==> src/rtl/xeng_pkg.sv <==
// Shared definitions for the X-engine window controller: state encoding,
// default parameter values and the derived-width helper functions.
package xeng_pkg;

    localparam int DEF_N_ANTS              = 10;
    localparam int DEF_SERIAL_ACC_LEN_BITS = 6;
    localparam int DEF_MCNT_WIDTH          = 48;
    localparam int DEF_MCNT_STEP           = 1;

    typedef enum logic [1:0] {
        ST_IDLE  = 2'd0,
        ST_ARMED = 2'd1,
        ST_RUN   = 2'd2
    } win_state_t;

    // Ceiling log2 built from a bounded loop so it elaborates everywhere.
    function automatic int clog2_f(input int value);
        int bits;
        bits = 0;
        for (int i = 0; i < 31; i++) begin
            if ((1 << i) < value) begin
                bits = i + 1;
            end
        end
        return bits;
    endfunction

    // A single antenna still needs a one-bit slot field.
    function automatic int ant_bits_f(input int n_ants);
        return (clog2_f(n_ants) < 1) ? 1 : clog2_f(n_ants);
    endfunction

    function automatic int win_len_f(input int n_ants, input int samp_bits);
        return n_ants * (1 << samp_bits);
    endfunction

endpackage

==> src/rtl/xeng_slot_ctr.sv <==
// Two-level sample/antenna-slot counter with clear, enable and
// terminal-count flags for both the current and the next count value.
module xeng_slot_ctr
    import xeng_pkg::*;
#(
    parameter int N_ANTS    = DEF_N_ANTS,
    parameter int SAMP_BITS = DEF_SERIAL_ACC_LEN_BITS,
    parameter int ANT_BITS  = ant_bits_f(DEF_N_ANTS)
) (
    input  logic                 clk,
    input  logic                 rst_n,
    input  logic                 clr_i,
    input  logic                 en_i,
    output logic [SAMP_BITS-1:0] samp_idx_o,
    output logic [ANT_BITS-1:0]  ant_slot_o,
    output logic                 tc_o,
    output logic                 tc_next_o
);

    localparam logic [SAMP_BITS-1:0] SAMP_MAX = '1;
    localparam logic [ANT_BITS-1:0]  ANT_MAX  = ANT_BITS'(N_ANTS - 1);

    logic [SAMP_BITS-1:0] samp_q, samp_d;
    logic [ANT_BITS-1:0]  ant_q,  ant_d;

    // Counting past the terminal value wraps to slot 0, sample 0, which is
    // exactly the first index of a back-to-back window.
    always_comb begin
        samp_d = samp_q;
        ant_d  = ant_q;
        if (clr_i) begin
            samp_d = '0;
            ant_d  = '0;
        end else if (en_i) begin
            if (samp_q == SAMP_MAX) begin
                samp_d = '0;
                ant_d  = (ant_q == ANT_MAX) ? '0 : ant_q + 1'b1;
            end else begin
                samp_d = samp_q + 1'b1;
            end
        end
    end

    always_ff @(posedge clk) begin
        if (!rst_n) begin
            samp_q <= '0;
            ant_q  <= '0;
        end else begin
            samp_q <= samp_d;
            ant_q  <= ant_d;
        end
    end

    assign samp_idx_o = samp_q;
    assign ant_slot_o = ant_q;
    assign tc_o       = (samp_q == SAMP_MAX) && (ant_q == ANT_MAX);
    assign tc_next_o  = (samp_d == SAMP_MAX) && (ant_d == ANT_MAX);

endmodule

==> src/rtl/xeng_win_ctrl.sv <==
// X-engine window controller: frames the sample stream into fixed-length
// windows. Define XENG_WIN_CTRL_MCNT_CHECK_EN to build the mcnt continuity check.
module xeng_win_ctrl
    import xeng_pkg::*;
#(
    parameter int N_ANTS              = DEF_N_ANTS,
    parameter int SERIAL_ACC_LEN_BITS = DEF_SERIAL_ACC_LEN_BITS,
    parameter int MCNT_WIDTH          = DEF_MCNT_WIDTH,
    parameter int MCNT_STEP           = DEF_MCNT_STEP,
    localparam int ANT_BITS           = ant_bits_f(N_ANTS)
) (
    input  logic                           clk,
    input  logic                           rst_n,
    input  logic                           ce,
    input  logic                           sync_in,
    input  logic                           vld_in,
    input  logic [MCNT_WIDTH-1:0]          mcnt_in,
    output logic                           sync_out,
    output logic [ANT_BITS-1:0]            ant_slot,
    output logic [SERIAL_ACC_LEN_BITS-1:0] samp_idx,
    output logic                           win_start,
    output logic                           win_last,
    output logic                           win_done,
    output logic [MCNT_WIDTH-1:0]          win_mcnt,
    output logic [15:0]                    win_count,
    output logic                           err_gap,
    output logic                           err_sync,
    output logic                           err_mcnt,
    output logic                           busy
);

    win_state_t state_q, state_d;

    logic                  sync_out_q, win_start_q, win_last_q;
    logic                  err_gap_q, err_sync_q, busy_q;
    logic [MCNT_WIDTH-1:0] win_mcnt_q;
    logic [15:0]           win_count_q;

    logic cnt_clr, cnt_en, cnt_tc, cnt_tc_next;
    logic start_d, last_d, gap_d, esync_d, chain_clr;

    logic unused_ce;
    assign unused_ce = ce;

    xeng_slot_ctr #(
        .N_ANTS    (N_ANTS),
        .SAMP_BITS (SERIAL_ACC_LEN_BITS),
        .ANT_BITS  (ANT_BITS)
    ) u_slot_ctr (
        .clk        (clk),
        .rst_n      (rst_n),
        .clr_i      (cnt_clr),
        .en_i       (cnt_en),
        .samp_idx_o (samp_idx),
        .ant_slot_o (ant_slot),
        .tc_o       (cnt_tc),
        .tc_next_o  (cnt_tc_next)
    );

    // Sync has priority over everything; in RUN a held terminal count means
    // the previous window finished, so a missing vld is not a gap.
    always_comb begin
        state_d = state_q;
        cnt_clr = 1'b0;
        cnt_en  = 1'b0;
        start_d = 1'b0;
        gap_d   = 1'b0;
        esync_d = 1'b0;
        if (sync_in) begin
            state_d = ST_ARMED;
            cnt_clr = 1'b1;
            esync_d = (state_q == ST_RUN);
        end else begin
            case (state_q)
                ST_ARMED: begin
                    if (vld_in) begin
                        state_d = ST_RUN;
                        cnt_clr = 1'b1;
                        start_d = 1'b1;
                    end
                end
                ST_RUN: begin
                    if (vld_in) begin
                        cnt_en  = 1'b1;
                        start_d = cnt_tc;
                    end else begin
                        state_d = ST_ARMED;
                        gap_d   = !cnt_tc;
                    end
                end
                default: ;
            endcase
        end
        last_d    = (start_d | cnt_en) & cnt_tc_next;
        chain_clr = sync_in | gap_d;
    end

    always_ff @(posedge clk) begin
        if (!rst_n) begin
            state_q     <= ST_IDLE;
            sync_out_q  <= 1'b0;
            win_start_q <= 1'b0;
            win_last_q  <= 1'b0;
            err_gap_q   <= 1'b0;
            err_sync_q  <= 1'b0;
            busy_q      <= 1'b0;
            win_mcnt_q  <= '0;
            win_count_q <= '0;
        end else begin
            state_q     <= state_d;
            sync_out_q  <= sync_in;
            win_start_q <= start_d;
            win_last_q  <= last_d;
            err_gap_q   <= gap_d;
            err_sync_q  <= esync_d;
            busy_q      <= (state_d == ST_RUN);
            if (start_d) begin
                win_mcnt_q <= mcnt_in;
            end
            if (last_d) begin
                win_count_q <= win_count_q + 16'd1;
            end
        end
    end

`ifdef XENG_WIN_CTRL_MCNT_CHECK_EN
    // have_prev_q marks that the last window completed cleanly, so the next
    // start may be compared against its timestamp.
    logic have_prev_q;
    logic err_mcnt_q;

    always_ff @(posedge clk) begin
        if (!rst_n) begin
            have_prev_q <= 1'b0;
            err_mcnt_q  <= 1'b0;
        end else begin
            if (chain_clr) begin
                have_prev_q <= 1'b0;
            end else if (last_d) begin
                have_prev_q <= 1'b1;
            end
            err_mcnt_q <= start_d && have_prev_q &&
                          (mcnt_in != win_mcnt_q + MCNT_WIDTH'(MCNT_STEP));
        end
    end

    assign err_mcnt = err_mcnt_q;
`else
    logic unused_chain_clr;
    assign unused_chain_clr = chain_clr;
    assign err_mcnt = 1'b0;
`endif

    assign sync_out  = sync_out_q;
    assign win_start = win_start_q;
    assign win_last  = win_last_q;
    assign win_done  = win_last_q;
    assign win_mcnt  = win_mcnt_q;
    assign win_count = win_count_q;
    assign err_gap   = err_gap_q;
    assign err_sync  = err_sync_q;
    assign busy      = busy_q;

endmodule

==> config.mk <==
export PLATFORM = sky130hd
export DESIGN_NAME = xeng_win_ctrl
export DESIGN_NICKNAME = d
export VERILOG_FILES = /design/src/rtl/xeng_pkg.sv /design/src/rtl/xeng_slot_ctr.sv /design/src/rtl/xeng_win_ctrl.sv
export SDC_FILE = /design/constraint.sdc
export NUM_CORES = 1
export LEC_CHECK = 0
export BUFFER_PORTS_ARGS = -buffer_cell sky130_fd_sc_hd__buf_2
export CORE_UTILIZATION = 25
export DETAILED_ROUTE_END_ITERATION = 8
export GPL_TIMING_DRIVEN = 0
export HOLD_SLACK_MARGIN = 0.08
export PLACE_DENSITY = 0.55
export SLEW_MARGIN = 0
export SYNTH_ARGS = -nofsm -noshare
export SYNTH_HDL_FRONTEND = slang
export SYNTH_HIERARCHICAL = 1
export SYNTH_SLANG_ARGS = --single-unit
==> constraint.sdc <==
create_clock -name clk -period 6.1 [get_ports clk]
set_input_delay 0.915 -clock clk [delete_from_list [all_inputs] [get_ports clk]]
set_output_delay 0.915 -clock clk [all_outputs]
set_load 0.05 [all_outputs]
==> results.ini <==
[outcome]
status=finished clean

[power_and_ir_drop]
pwr_density_cell_nw_per_um2=256.5
power.total_w=0.001184
p_int_w=0.0009159
power.share.clock=0.478
peakVddDrop_uv=100.4
comb_power_share=0.063
switching_power_w=0.0002681
leakagePower_nw=1.963
seq_power_share=0.459
p_sw_frac=0.2264

[critical_path]
start_kind=input pin
cpMaxStageDelayCell=a2111oi_2
r2r-end=win_count[15]
crit_path_cell_trace=buf_2 > and2b_1 > buf_6 > and2_1 > buf_6 > and3_4 > nor4b_1 > o21ai_0 > a2111oi_2 > and4_1 > o2111ai_4 > or4_1 > a21oi_1
rrSetupSlack_ps=2700
r2r_start=state_q[0]
crit_path_max_fanout=9
reg2reg_depth=13
cp_slowest_stage_delay_ps=500
end_kind=flip-flop
worstSetupPathType=input pin to flip-flop
cp.arrival_ps=3950
cpMostUsedCell=buf_6
required_ps=6370

[yosys]
syn_inst=403
ys_seq_area_frac=0.4797
synth_top_family_by_area=simple AND/OR/NAND/NOR gates
synth-compound-area-share=0.1499
synth-seq-cells=82
synthAdderAreaFrac=0.01828
syn_area_um2=3422
synth.area.mux_share=0.01207
synth_xor_area_frac=0.03327
synth_nets=461
synth_warnings=6
synthSimpleGateAreaFrac=0.2508
avgSynthCellArea_um2=8.491
synth_cell_type_count=50

[timing]
setup_tns_ps=0
rsz0062_at_grt=false
min_period_over_period=0.6039
period_minus_slack_ps=3684
final_max_slew_viol_count=0
finalWorstSetupSlack_ps=2416
max_clock_freq_ghz=0.2715
tightest_slew_ps=578.7
hold_violations=0
holdWs_ps=452.0
slew_headroom=0.6142
setup_viol=0
fin_worst_skew_ps=8.536

[cts]
cts_buffer_depth=2
clk_latency_ps=340
cts_tree=yes
root_buffer=clkbuf_16
clkTransAtPathRegs_ps=60
cts_buffers=9
clock_sinks=82
cts.repair.resized=0
htreeDepth=3
post-cts-setup-buffers=0
holdBufCountCts=0

[route]
first_pass_iters=5
viasPerCell=4.486
drc=0
ant_nets=0
routed_wl_um=8995
drt_iter0_markers=142
wl_per_cell_um=12.39
vias=3257

[layout]
area_delta_synth_final_pct=34.88
drive_gt1_frac=0.3182
most-common-layout-cells=138 x buf_2, 104 x nand2_1, 82 x dfxtp_1, 62 x a21oi_1, 20 x nor2_1
fillers=1429
fin_nets=604
final_common_cell=buf_2
fin_util=0.3472
multiInputGateArea_um2=1593
diodes=0
regArea_um2=1642

[place]
portBuffers=132
place_ws_ps=2113
place.gp.congestion=0.7773
dp_hpwl_um=6721

[floorplanning]
dieArea_um2=14160
die_w_um=119.0
initial_core_util=0.2574
ios=135
core_area_um2=13300
rows=42
die_y_um=119.0

[min_path]
hold_class=flip-flop to flip-flop
min_path_cells=2
min_from=win_mcnt[28]
hold_end=win_mcnt[28]

[global_routing]
grt_antenna_before_repair=0
grt_pass1_vias=3009
grt_use_total=0.1295
overflow=0
grt_pass1_wl_um=14490
grt_max_degree=14

[run]
cap_violations=0

==> registers in the layout, summed over array words and instances, names as in the netlist <==
| name | cells |
|---|---|
| busy | 1 |
| err_gap | 1 |
| err_sync | 1 |
| state_q | 2 |
| sync_out | 1 |
| u_slot_ctr/ant_slot_o | 4 |
| u_slot_ctr/samp_idx_o | 6 |
| win_count | 16 |
| win_done | 1 |
| win_mcnt | 48 |
| win_start | 1 |
==> logic make-up after synthesis <==
group,after synthesis
AO/OA/AOI/OAI,88
AND/OR/NAND/NOR,179
buffers and inverters,31
other,1
XOR/XNOR,13
adder cells (fa/ha/maj),5
multiplexers,4
flip-flops,82
==> power groups by stage <==
stage          Clock, W  Combinational [W]  Sequential [W]
6_report       0.000566          0.0000746        0.000543
5_1_grt        0.000617          0.0000816        0.000544
4_1_cts        0.000587          0.0000756        0.000543
3_5_place_dp          0          0.0000754        0.000555
3_3_place_gp          0          0.0000744        0.000555
2_1_floorplan         0          0.0000269        0.000572
==> worst max path at each step <==
stage / end / startpoint / slack [ps]
floorplan: win_count[15] / sync_in / 2610
global placement: win_count[15] / sync_in / 2170
detailed placement: win_count[15] / sync_in / 2110
CTS: win_count[15] / sync_in / 2450
global route: win_count[15] / sync_in / 2280
finish: win_count[15] / sync_in / 2420
==> through the flow <==
step                      instance area, um2  instances
after floorplan                         3422        403
after global placement                  4303        711
after detailed placement                4303        711
after CTS                               4616        726
after global routing                    4616        726
final                                   4616        726
==> area by class of cell <==
class                           instances  area share
Sequential cell                        82      0.3557
Timing Repair Buffer                  132      0.1431
Buffer                                 26     0.03660
Inverter                                5    0.004066
Tap cell                              176     0.04771
Clock buffer                           12     0.05774
Multi-Input combinational cell        290      0.3451
Clock inverter                          3     0.01003
==> cells in the mapped netlist (all sizes together) <==
library cell / instances / area [um2]
nor2: 20 / 75.07
mux2i: 3 / 30.03
nand4: 3 / 18.77
or4: 1 / 7.510
conb: 1 / 3.750
xor2: 8 / 70.07
and4: 5 / 48.80
clkbuf: 9 / 33.78
and2b: 2 / 16.27
nand4b: 1 / 8.760
nor4b: 1 / 8.760
a21oi: 62 / 310.3
a21o: 1 / 7.510
nor4: 1 / 6.260
o21ai: 14 / 73.82
nor3b: 1 / 7.510
mux2: 1 / 11.26
a211oi: 1 / 7.510
nand2: 104 / 390.4
dfxtp: 82 / 1642
nand2b: 3 / 18.77
nand4bb: 1 / 11.26
buf: 17 / 135.1
or3: 10 / 62.56
o31ai: 1 / 7.510
nand3b: 1 / 7.510
and2: 6 / 40.04
nand3: 7 / 47.55
o211ai: 2 / 15.01
a2111oi: 1 / 15.01
xnor2: 5 / 43.79
nor2b: 3 / 18.77
and3: 4 / 30.03
ha: 5 / 62.56
o2111ai: 5 / 67.57
and3b: 2 / 17.52
or2: 1 / 6.260
inv: 5 / 18.77
nor3: 2 / 10.01
o311ai: 1 / 8.760
==> per-layer routing <==
layer  track usage  routed length (um)  share of wire
met1        0.1624                4217           0.47
met2        0.2115                4211           0.47
met3       0.03496                 475          0.053
met4       0.04747                  91          0.010
met5             0                   0              0
==> critical path, delay by kind of cell <==
family                 cells  cell delay [ps]
AND/OR/NAND/NOR            6             1600
buffers and inverters      3              430
AO/OA/AOI/OAI              4             1000
(Power assumes the default switching activity.)
